===== src/rtl/mem_pkg.sv =====
// Shared encodings for the data-memory initiator: op codes, FSM states, lane enables
// and the alignment / byte-enable helpers used when an op is accepted.
package mem_pkg;

    localparam logic [2:0] OP_LW  = 3'b000;
    localparam logic [2:0] OP_LH  = 3'b001;
    localparam logic [2:0] OP_LHU = 3'b010;
    localparam logic [2:0] OP_LB  = 3'b011;
    localparam logic [2:0] OP_LBU = 3'b100;
    localparam logic [2:0] OP_SW  = 3'b101;
    localparam logic [2:0] OP_SH  = 3'b110;
    localparam logic [2:0] OP_SB  = 3'b111;

    typedef enum logic [1:0] {
        ST_IDLE = 2'd0,
        ST_REQ  = 2'd1,
        ST_DONE = 2'd2
    } state_t;

    localparam logic [3:0] BE_WORD    = 4'b1111;
    localparam logic [3:0] BE_HALF_LO = 4'b0011;
    localparam logic [3:0] BE_HALF_HI = 4'b1100;
    localparam logic [3:0] BE_BYTE0   = 4'b0001;
    localparam logic [3:0] BE_BYTE1   = 4'b0010;
    localparam logic [3:0] BE_BYTE2   = 4'b0100;
    localparam logic [3:0] BE_BYTE3   = 4'b1000;

    function automatic logic is_store(input logic [2:0] op);
        return (op == OP_SW) || (op == OP_SH) || (op == OP_SB);
    endfunction

    function automatic logic is_aligned(input logic [2:0] op, input logic [1:0] lo);
        logic ok;
        case (op)
            OP_LW, OP_SW:         ok = (lo == 2'b00);
            OP_LH, OP_LHU, OP_SH: ok = ~lo[0];
            default:              ok = 1'b1;
        endcase
        return ok;
    endfunction

    // Loads drive the same lane pattern as stores; memory treats it as informational.
    function automatic logic [3:0] be_for(input logic [2:0] op, input logic [1:0] lo);
        logic [3:0] be;
        case (op)
            OP_LW, OP_SW:         be = BE_WORD;
            OP_LH, OP_LHU, OP_SH: be = lo[1] ? BE_HALF_HI : BE_HALF_LO;
            default: begin
                case (lo)
                    2'b00:   be = BE_BYTE0;
                    2'b01:   be = BE_BYTE1;
                    2'b10:   be = BE_BYTE2;
                    default: be = BE_BYTE3;
                endcase
            end
        endcase
        return be;
    endfunction

endpackage


===== src/rtl/mem_access_unit_load_extender.sv =====
// Picks the addressed half/byte out of a full read word and sign- or zero-extends it.
// Store op codes produce zero so the result can be registered unconditionally.
module load_extender
    import mem_pkg::*;
(
    input  logic [2:0]  op_type,
    input  logic [1:0]  addr_lo,
    input  logic [31:0] rdata,
    output logic [31:0] data
);

    logic [15:0] half;
    logic [7:0]  lane;

    assign half = addr_lo[1] ? rdata[31:16] : rdata[15:0];
    assign lane = rdata[{addr_lo, 3'b000} +: 8];

    always_comb begin
        data = '0;
        case (op_type)
            OP_LW:   data = rdata;
            OP_LH:   data = {{16{half[15]}}, half};
            OP_LHU:  data = {16'h0000, half};
            OP_LB:   data = {{24{lane[7]}}, lane};
            OP_LBU:  data = {24'h000000, lane};
            default: data = '0;
        endcase
    end

endmodule


===== src/rtl/mem_access_unit.sv =====
// Pipeline-side initiator for the byte-enable data memory: registers one load/store,
// runs the req/ack handshake with a timeout, then returns the extended load result.
module mem_access_unit
    import mem_pkg::*;
#(
    parameter int ACK_TIMEOUT = 16,
    parameter int CNT_W       = 8
) (
    input  logic        clk,
    input  logic        reset,
    input  logic        op_valid,
    input  logic [2:0]  op_type,
    input  logic [31:0] addr,
    input  logic [31:0] wdata,
    input  logic [31:0] pc,
    output logic        stall,
    output logic [31:0] load_data,
    output logic        done,
    output logic        addr_err,
    output logic        bus_err,
    output logic        mem_req,
    output logic        mem_write,
    output logic [31:0] mem_addr,
    output logic [31:0] mem_wdata,
    output logic [3:0]  mem_be,
    output logic [31:0] mem_pc,
    input  logic        mem_ack,
    input  logic [31:0] mem_rdata,
    output logic [1:0]  dbg_state
);

    // Handshake: mem_req stays high with every mem_* output frozen from the cycle after
    // acceptance until the cycle in which mem_ack is sampled high (or the timeout hits).

    state_t           state, state_nx;
    logic [CNT_W-1:0] cnt;
    logic [2:0]       op_q;
    logic [31:0]      ext_data;
    logic             aligned, accept, misalign, timeout;

    assign aligned  = is_aligned(op_type, addr[1:0]);
    // Gated by reset so stall is low while reset is held, even with op_valid high.
    assign accept   = reset && (state == ST_IDLE) && op_valid && aligned;
    assign misalign = reset && (state == ST_IDLE) && op_valid && !aligned;
    assign timeout  = (state == ST_REQ) && !mem_ack && (cnt == CNT_W'(ACK_TIMEOUT - 1));
    assign dbg_state = state;

    load_extender u_ext (
        .op_type (op_q),
        .addr_lo (mem_addr[1:0]),
        .rdata   (mem_rdata),
        .data    (ext_data)
    );

    always_comb begin
        state_nx = state;
        mem_req  = 1'b0;
        stall    = 1'b0;
        done     = 1'b0;
        case (state)
            ST_IDLE: begin
                if (accept) begin
                    state_nx = ST_REQ;
                    stall    = 1'b1;
                end
            end
            ST_REQ: begin
                mem_req = 1'b1;
                stall   = 1'b1;
                if (mem_ack || timeout) state_nx = ST_DONE;
            end
            ST_DONE: begin
                done     = 1'b1;
                state_nx = ST_IDLE;
            end
            default: state_nx = ST_IDLE;
        endcase
    end

    always_ff @(posedge clk or negedge reset) begin
        if (!reset) begin
            state     <= ST_IDLE;
            cnt       <= '0;
            op_q      <= OP_LW;
            addr_err  <= 1'b0;
            bus_err   <= 1'b0;
            load_data <= '0;
            mem_write <= 1'b0;
            mem_addr  <= '0;
            mem_wdata <= '0;
            mem_be    <= '0;
            mem_pc    <= '0;
        end else begin
            state    <= state_nx;
            addr_err <= misalign;
            if (accept) begin
                mem_addr  <= addr;
                mem_wdata <= wdata;
                mem_pc    <= pc;
                mem_write <= is_store(op_type);
                mem_be    <= be_for(op_type, addr[1:0]);
                op_q      <= op_type;
            end
            case (state)
                ST_REQ: begin
                    if (mem_ack) begin
                        cnt       <= '0;
                        load_data <= ext_data;
                        bus_err   <= 1'b0;
                    end else if (timeout) begin
                        cnt       <= '0;
                        load_data <= '0;
                        bus_err   <= 1'b1;
                    end else begin
                        cnt <= cnt + CNT_W'(1);
                    end
                end
                ST_DONE: begin
                    load_data <= '0;
                    bus_err   <= 1'b0;
                end
                default: ;
            endcase
        end
    end

endmodule

===== config.mk =====
export PLATFORM = sky130hd
export DESIGN_NAME = mem_access_unit
export DESIGN_NICKNAME = d
export VERILOG_FILES = /design/src/rtl/mem_pkg.sv /design/src/rtl/mem_access_unit_load_extender.sv /design/src/rtl/mem_access_unit.sv
export SDC_FILE = /design/constraint.sdc
export NUM_CORES = 1
export LEC_CHECK = 0
export CORE_ASPECT_RATIO = 0.5
export CORE_MARGIN = 2
export CORE_UTILIZATION = 30
export DETAILED_ROUTE_END_ITERATION = 10
export PLACE_DENSITY_LB_ADDON = 0.25
export SLEW_MARGIN = 30
export SYNTH_ARGS = -nofsm -noshare
export SYNTH_HDL_FRONTEND = slang
export SYNTH_SLANG_ARGS = --single-unit

===== constraint.sdc =====
create_clock -name clk -period 3.6 [get_ports clk]
set_clock_uncertainty 0.1 [all_clocks]
set_input_delay 0.36 -clock clk [delete_from_list [all_inputs] [get_ports clk]]
set_output_delay 0.36 -clock clk [all_outputs]
set_load 0.05 [all_outputs]

==> results of run 1 <==
cell type report:
| class | count | area share, % |
|---|---|---|
| Clock inverter | 9 | 1.52 |
| Timing Repair Buffer | 284 | 28.3 |
| Multi-Input combinational cell | 297 | 24.9 |
| Clock buffer | 23 | 4.68 |
| Inverter | 2 | 0.0751 |
| Sequential cell | 148 | 37.1 |
| Tap cell | 273 | 3.42 |
worst paths after layout:
check	endpoint	depth (start not counted)
hold reg to reg	load_data[30]$_DFFE_PN0P_	1
hold / removal	load_data[26]$_DFFE_PN0P_	2
setup reg to reg	load_data[4]$_DFFE_PN0P_	7
max in group asynchronous	mem_addr[25]$_DFFE_PN0P_	4
setup / recovery	mem_req	4
min in group clk	load_data[30]$_DFFE_PN0P_	1
report_power, final:
part           leakage [uW]  switching (uW)  internal (uW)  total, uW
combinational       0.00199            2450           1460       3910
sequential          0.00182             327           2170       2500
clock              0.000301             687           1200       1880
total               0.00412            3470           4830       8290
routing by layer:
layer	vias up	part of all wire, %
li1	2295	-
met4	0	1.8
met1	2484	43
met5	-	0
met2	119	51
met3	24	4.0
kinds of logic (layout without fill, tap and decap cells):
| kind of cell | after synthesis | count (layout) | share of synthesized area, % |
|---|---|---|---|
| adder cells (fa/ha/maj) | 1 | 1 | 0.198 |
| buffers and inverters | 29 | 318 | 2.22 |
| AO/OA/AOI/OAI | 107 | 107 | 11.9 |
| flip-flops | 148 | 148 | 58.6 |
| XOR/XNOR | 4 | 4 | 0.555 |
| multiplexers | 120 | 120 | 21.3 |
| AND/OR/NAND/NOR | 65 | 65 | 5.19 |
worst register-to-register path, cell delays in order (launching register included):
cell      delay (ps)
dfrtp_1          430
inv_1            110
nand2_2          190
clkinv_1         280
nand3_1          480
buf_4            320
nor2_1            90
a221o_1          280
flip-flops by register name (all words and copies together), names as in the netlist:
signal and cells:
mem_addr 32, op_q 3, load_data 32, dbg_state 2, bus_err 1, mem_be 4
mem_pc 32, addr_err 1, cnt 8, mem_wdata 32, mem_write 1
stage by stage:
step | hold slack (ps) | instance area [um^2]
after detailed placement | 262 | 9360
after floorplan | -35.6 | 6320
after CTS | 368 | 9990
after global placement | 260 | 9360
after global routing | 405 | 9990
final | 376 | 9990
Yosys cell counts (all sizes together) (2+ instances only):
cell type | count | area (um^2)
dfrtp | 148 | 3700
mux2 | 116 | 1310
nor2 | 25 | 96.4
o21ai | 23 | 115
a21oi | 22 | 110
buf | 20 | 106
o2bb2ai | 16 | 140
nand2 | 15 | 58.8
a22o | 12 | 105
a221o | 7 | 70.1
a22oi | 7 | 52.6
clkbuf | 7 | 26.3
nand2b | 5 | 31.3
nor3 | 5 | 36.3
o31ai | 5 | 37.5
and3 | 4 | 25.0
mux2i | 4 | 40.0
nand3 | 4 | 20.0
a21boi | 3 | 22.5
a2111oi | 2 | 17.5
a21o | 2 | 15.0
nor3b | 2 | 20.0
o21a | 2 | 16.3
xnor2 | 2 | 17.5
xor2 | 2 | 17.5
timing repair:
item | CTS | global route
hold buffers | 1 | 0
endpoints found under the hold margin | 53 | 0
endpoints found under the setup margin | 0 | 0
==> summary.txt, run 1 <==
Floorplan
  – Die Span Y: roughly 110 um
  – Core Box Area: 20600 um^2
  – Width of the die: roughly 210 um
  – Initial Utilization: 30.7%
  – Die area: approximately 22000 um^2
  – # rows: 37
  – Io pins: 275

Global routing
  – Met2 usage: 28.7%
  – GR Util All Layers: 16.6%
  – Largest net degree at the start of global routing: 104
  – Met3 Usage GRT: 3.60%
  – Initial antenna violation count: 0
  – Met1 usage: 20.3%
  – Vias in the first global route: 5196
  – GR Overflow Total: 0
  – Grt peak-use layer: met2
  – First-pass GRT wire length: 28600 um

Synthesis
  – Syn Area/Cell: 13.3 um^2
  – Main synth FF type: dfrtp_1
  – Mapped Nets: 610
  – Post-synth EDFFs: 0
  – Synth cell types: 47
  – Async SR Flop Fraction: between 90% and 100%
  – Synthesized area: 6320 um^2
  – YS warnings: 0
  – Sequential area share after synthesis: between 50 and 60%
  – Post-Syn Instances: 474
  – Register bit total from synthesis: around 150

Clocking
  – CTS tree: yes
  – Sink count of the clock tree: 148
  – Post-cts resize count: 0
  – Post-CTS Setup Bufs: 0
  – Clock slew seen by the registers of the worst setup and hold paths: 60 ps
  – H-tree depth: 4
  – Clock root buffer: clkbuf_16
  – Clk buf depth: 2
  – Worst-skew pair later-pin latency: 420 ps
  – CTS Buf Count: 17

Job
  – Max Cap Viol: 0

Layout
  – Post-layout util: 48.5%
  – Layout cells sized above 1: 21.6%
  – # diodes: 0
  – Fill cells: 1848
  – Finished Layout Cells: 1036
  – P&R area growth vs syn: 58.2%
  – FF/Latch Area: 3700 um^2
  – Commonest non-fill, non-tap cell in the layout: clkdlybuf4s50_1
  – Most frequent cells in the layout: clkdlybuf4s50_1 (272), dfrtp_1 (148), mux2_2 (116)
  – Nets: 886
  – Area occupied by multi-input gates: 2490 um^2

Worst hold path
  – Worst hold path class: in -> async

Placed design
  – Dpl ws: 877 ps
  – Port bufs: 274
  – Placed insts: 1003
  – Hpwl dp: 13100 um
  – Final Wtd Congestion: between 0.7 and 0.8

Timing
  – Fin crit share: around three quarters
  – Slew of the pin with the lowest slew margin: between 600 and 700 ps
  – Finish-stage setup viols: 0
  – Fmax: about 370 MHz
  – Worst setup margin: 927 ps
  – Pins Over Slew Limit: 0
  – RSZ-0062 raised after global routing: false
  – Rel. slew slack: 53.5%
  – Min Tclk post-route: 2670 ps
  – Final Hold Vio Count: 0
  – Setup TNS: 0 ps

Pwr
  – Peak VDD IR: 0.327 mV
  – PD cells: 830 nW/um^2
  – Total power: 8290 uW
  – Pleak: approximately 0.0041 uW

Critical path
  – Reg-to-Reg Start: dbg_state[1]$_DFFE_PN0P_
  – Crit. End Element: output port
  – Reg2reg setup slack: 1200 ps
  – Slowest CP cell: clkdlybuf4s50_1
  – Top cell family by delay on the critical path: buffers and inverters
  – Kind of critical path: reg -> out
  – Max FO, Critical Path: 10
  – CP startpoint: dbg_state[1]$_DFFE_PN0P_
  – Crit path buffers/inverters: 3
  – Critical Path Max Stage Delay: 790 ps
  – Required @ worst endpoint: approximately 3100 ps
  – Setup crit start kind: flop
  – Arr. time, crit path: 2210 ps
  – Worst-path cell chain: inv_1 > nand2_2 > clkinv_1 > clkdlybuf4s50_1

Routing
  – Total number of vias: 4922
  – Initial DRC Count: 233
  – Vias per cell: 4.75
  – Routed WL: 18400 um
  – Drt first pass iters: 7
  – WL/cell: 17.8 um
  – DRC viols: 2
  – ANT nets after route: 0

Outcome
  – Violated checks: DRC
  – Status: finished with violations
Note: power is estimated with default switching activity, not from simulation.
==> inputs of run 2 (changes only) <==
clock period = 2.7 ns   (was 3.6 ns; I/O delays follow)
==> summary.txt, run 2 (synthesis results as in run 1) <==
Critical path
  – Setup crit start kind: input pin
  – Kind of critical path: in -> out
  – Required @ worst endpoint: approximately 2300 ps
  – Crit. End Element: output port
  – Worst r2r dst: load_data[4]$_DFFE_PN0P_
  – R2R cell count: 5
  – Arr. time, crit path: 2020 ps
  – Max FO, Critical Path: 28
  – Reg2reg setup slack: 520 ps
  – Reg-to-Reg Start: op_q[0]$_DFFE_PN0P_

Layout
  – Layout cells sized above 1: 22.9%
  – Nets: 893
  – Most frequent cells in the layout: clkdlybuf4s50_1 (271), dfrtp_1 (148), mux2_2 (116)
  – P&R area growth vs syn: 60.6%
  – Finished Cell Area: approximately 10000 um^2
  – Post-layout util: 49.2%
  – Commonest non-fill, non-tap cell in the layout: clkdlybuf4s50_1
  – # diodes: 0

Worst hold path
  – Worst hold path class: in -> async

Global routing
  – Initial antenna violation count: 0
  – First-pass GRT wire length: 29300 um
  – GR Overflow Total: 0
  – Met2 usage: 28.9%
  – GR Util All Layers: 16.9%
  – Largest net degree at the start of global routing: 124
  – Vias in the first global route: ~5300
  – Grt peak-use layer: met2
  – Met1 usage: between 20% and 30%
  – Met3 Usage GRT: 4.04%

Routing
  – ANT nets after route: 0
  – Total number of vias: 4964
  – DRC viols: 0
  – Initial DRC Count: approximately 220
  – Drt first pass iters: 4
  – WL/cell: 17.4 um
  – Routed WL: ~18000 um
  – Vias per cell: 4.76

Timing
  – Finish-stage setup viols: 0
  – Fin crit share: approximately 90%
  – Final Hold Vio Count: 0
  – Slew of the pin with the lowest slew margin: 743 ps
  – Min Tclk post-route: 2390 ps
  – Worst hold slack: roughly 180 ps
  – RSZ-0062 raised after global routing: false
  – Fmax: 418 MHz
  – Setup TNS: 0 ps
  – Pins Over Slew Limit: 0
  – Rel. slew slack: 50.1%

Pwr
  – Internal power: 6660 uW
  – Comb power frac: 46.5%
  – Pleak: roughly 0.0042 uW
  – Clock network power share: roughly a quarter
  – Sequential share of power: between 20 and 30%
  – Total power: 11300 uW
  – Switching portion of total power: 41.1%
  – Psw: 4650 uW
  – Peak VDD IR: 0.495 mV
  – PD cells: 1110 nW/um^2

Clocking
  – CTS Buf Count: 17
  – H-tree depth: 4
  – CTS tree: yes
  – Clk buf depth: 2
  – Clock slew seen by the registers of the worst setup and hold paths: roughly 60 ps
  – Clock root buffer: clkbuf_16
  – Sink count of the clock tree: 148
  – Worst-skew pair later-pin latency: 430 ps

Placed design
  – Final Wtd Congestion: 0.765
  – Port bufs: 274
  – Placed Area: roughly 9500 um^2
  – Hpwl dp: approximately 13000 um

Floorplan
  – Core Box Area: about 21000 um^2
  – Die area: ~22000 um^2
  – Io pins: 275
  – # rows: 37
  – Width of the die: roughly 210 um
  – Die Span Y: 107 um
  – Initial Utilization: between 30% and 40%

Job
  – Max Cap Viol: 0

Outcome
  – Status: finished, final reports clean
run 2: cell types whose count changed in the layout (fill, tap and decap cells not counted), sizes merged:
cell	previous run	this run
clkdlybuf4s50	272	271
buf	11	18
clkbuf	23	19
inv	1	2
clkinvlp	1	2
dlymetal6s2s	0	1
bufinv	4	6
run 2: power groups by stage:
stage               Sequential [uW]  Clock (uW)  Combinational [uW]
floorplan                      5550           0                1110
global placement               3320           0                5260
detailed placement             3350           0                5290
CTS                            3320        2820                5320
global route                   3420        2930                5490
finish                         3310        2730                5260
run 2: per-layer routing:
metal	share of wire, %	vias up
met4	2.0	0
met2	51	124
met3	4.4	24
met1	42	2511
met5	0	-
li1	-	2305
run 2: worst max-delay path by stage:
stage / slack (ps) / cells after the start / from / to
finish: 310 / 7 / reset / stall
global route: 180 / 7 / reset / stall
CTS: 60 / 4 / dbg_state[1]$_DFFE_PN0P_ / mem_req
detailed placement: 310 / 6 / op_type[0] / mem_addr[31]$_DFFE_PN0P_
global placement: 340 / 6 / op_type[0] / mem_pc[25]$_DFFE_PN0P_
floorplan: 110 / 7 / dbg_state[1]$_DFFE_PN0P_ / load_data[4]$_DFFE_PN0P_
run 2: critical path, stage by stage:
cell and delay, ps:
dlygate4sd3_1 540, buf_6 280, and3_1 330, o21ai_4 120, buf_4 210, nand2_1 110
buf_12 140
run 2: timing repair:
| item | in CTS | in global routing |
|---|---|---|
| hold buffers | 1 | 0 |
| buffers inserted | 0 | 0 |
| gates resized for setup | 0 | 1 |
| endpoints found under the setup margin | 0 | 1 |
| endpoints found under the hold margin | 26 | 0 |
run 2: layout make-up:
| type | instances | area [um^2] |
|---|---|---|
| Timing Repair Buffer | 291 | 2920 |
| Sequential cell | 148 | 3700 |
| Fill cell | 1794 | 10500 |
| Clock inverter | 13 | 228 |
| Inverter | 2 | 7.51 |
| Multi-Input combinational cell | 297 | 2490 |
| Clock buffer | 19 | 453 |
| Tap cell | 273 | 342 |
run 2: through the flow:
stage / worst slack (ps) / std cells
2_1_floorplan: 113 / 474
3_3_place_gp: 345 / 1010
4_1_cts: 58.8 / 1043
3_5_place_dp: 311 / 1010
5_1_grt: 175 / 1043
6_report: 308 / 1043
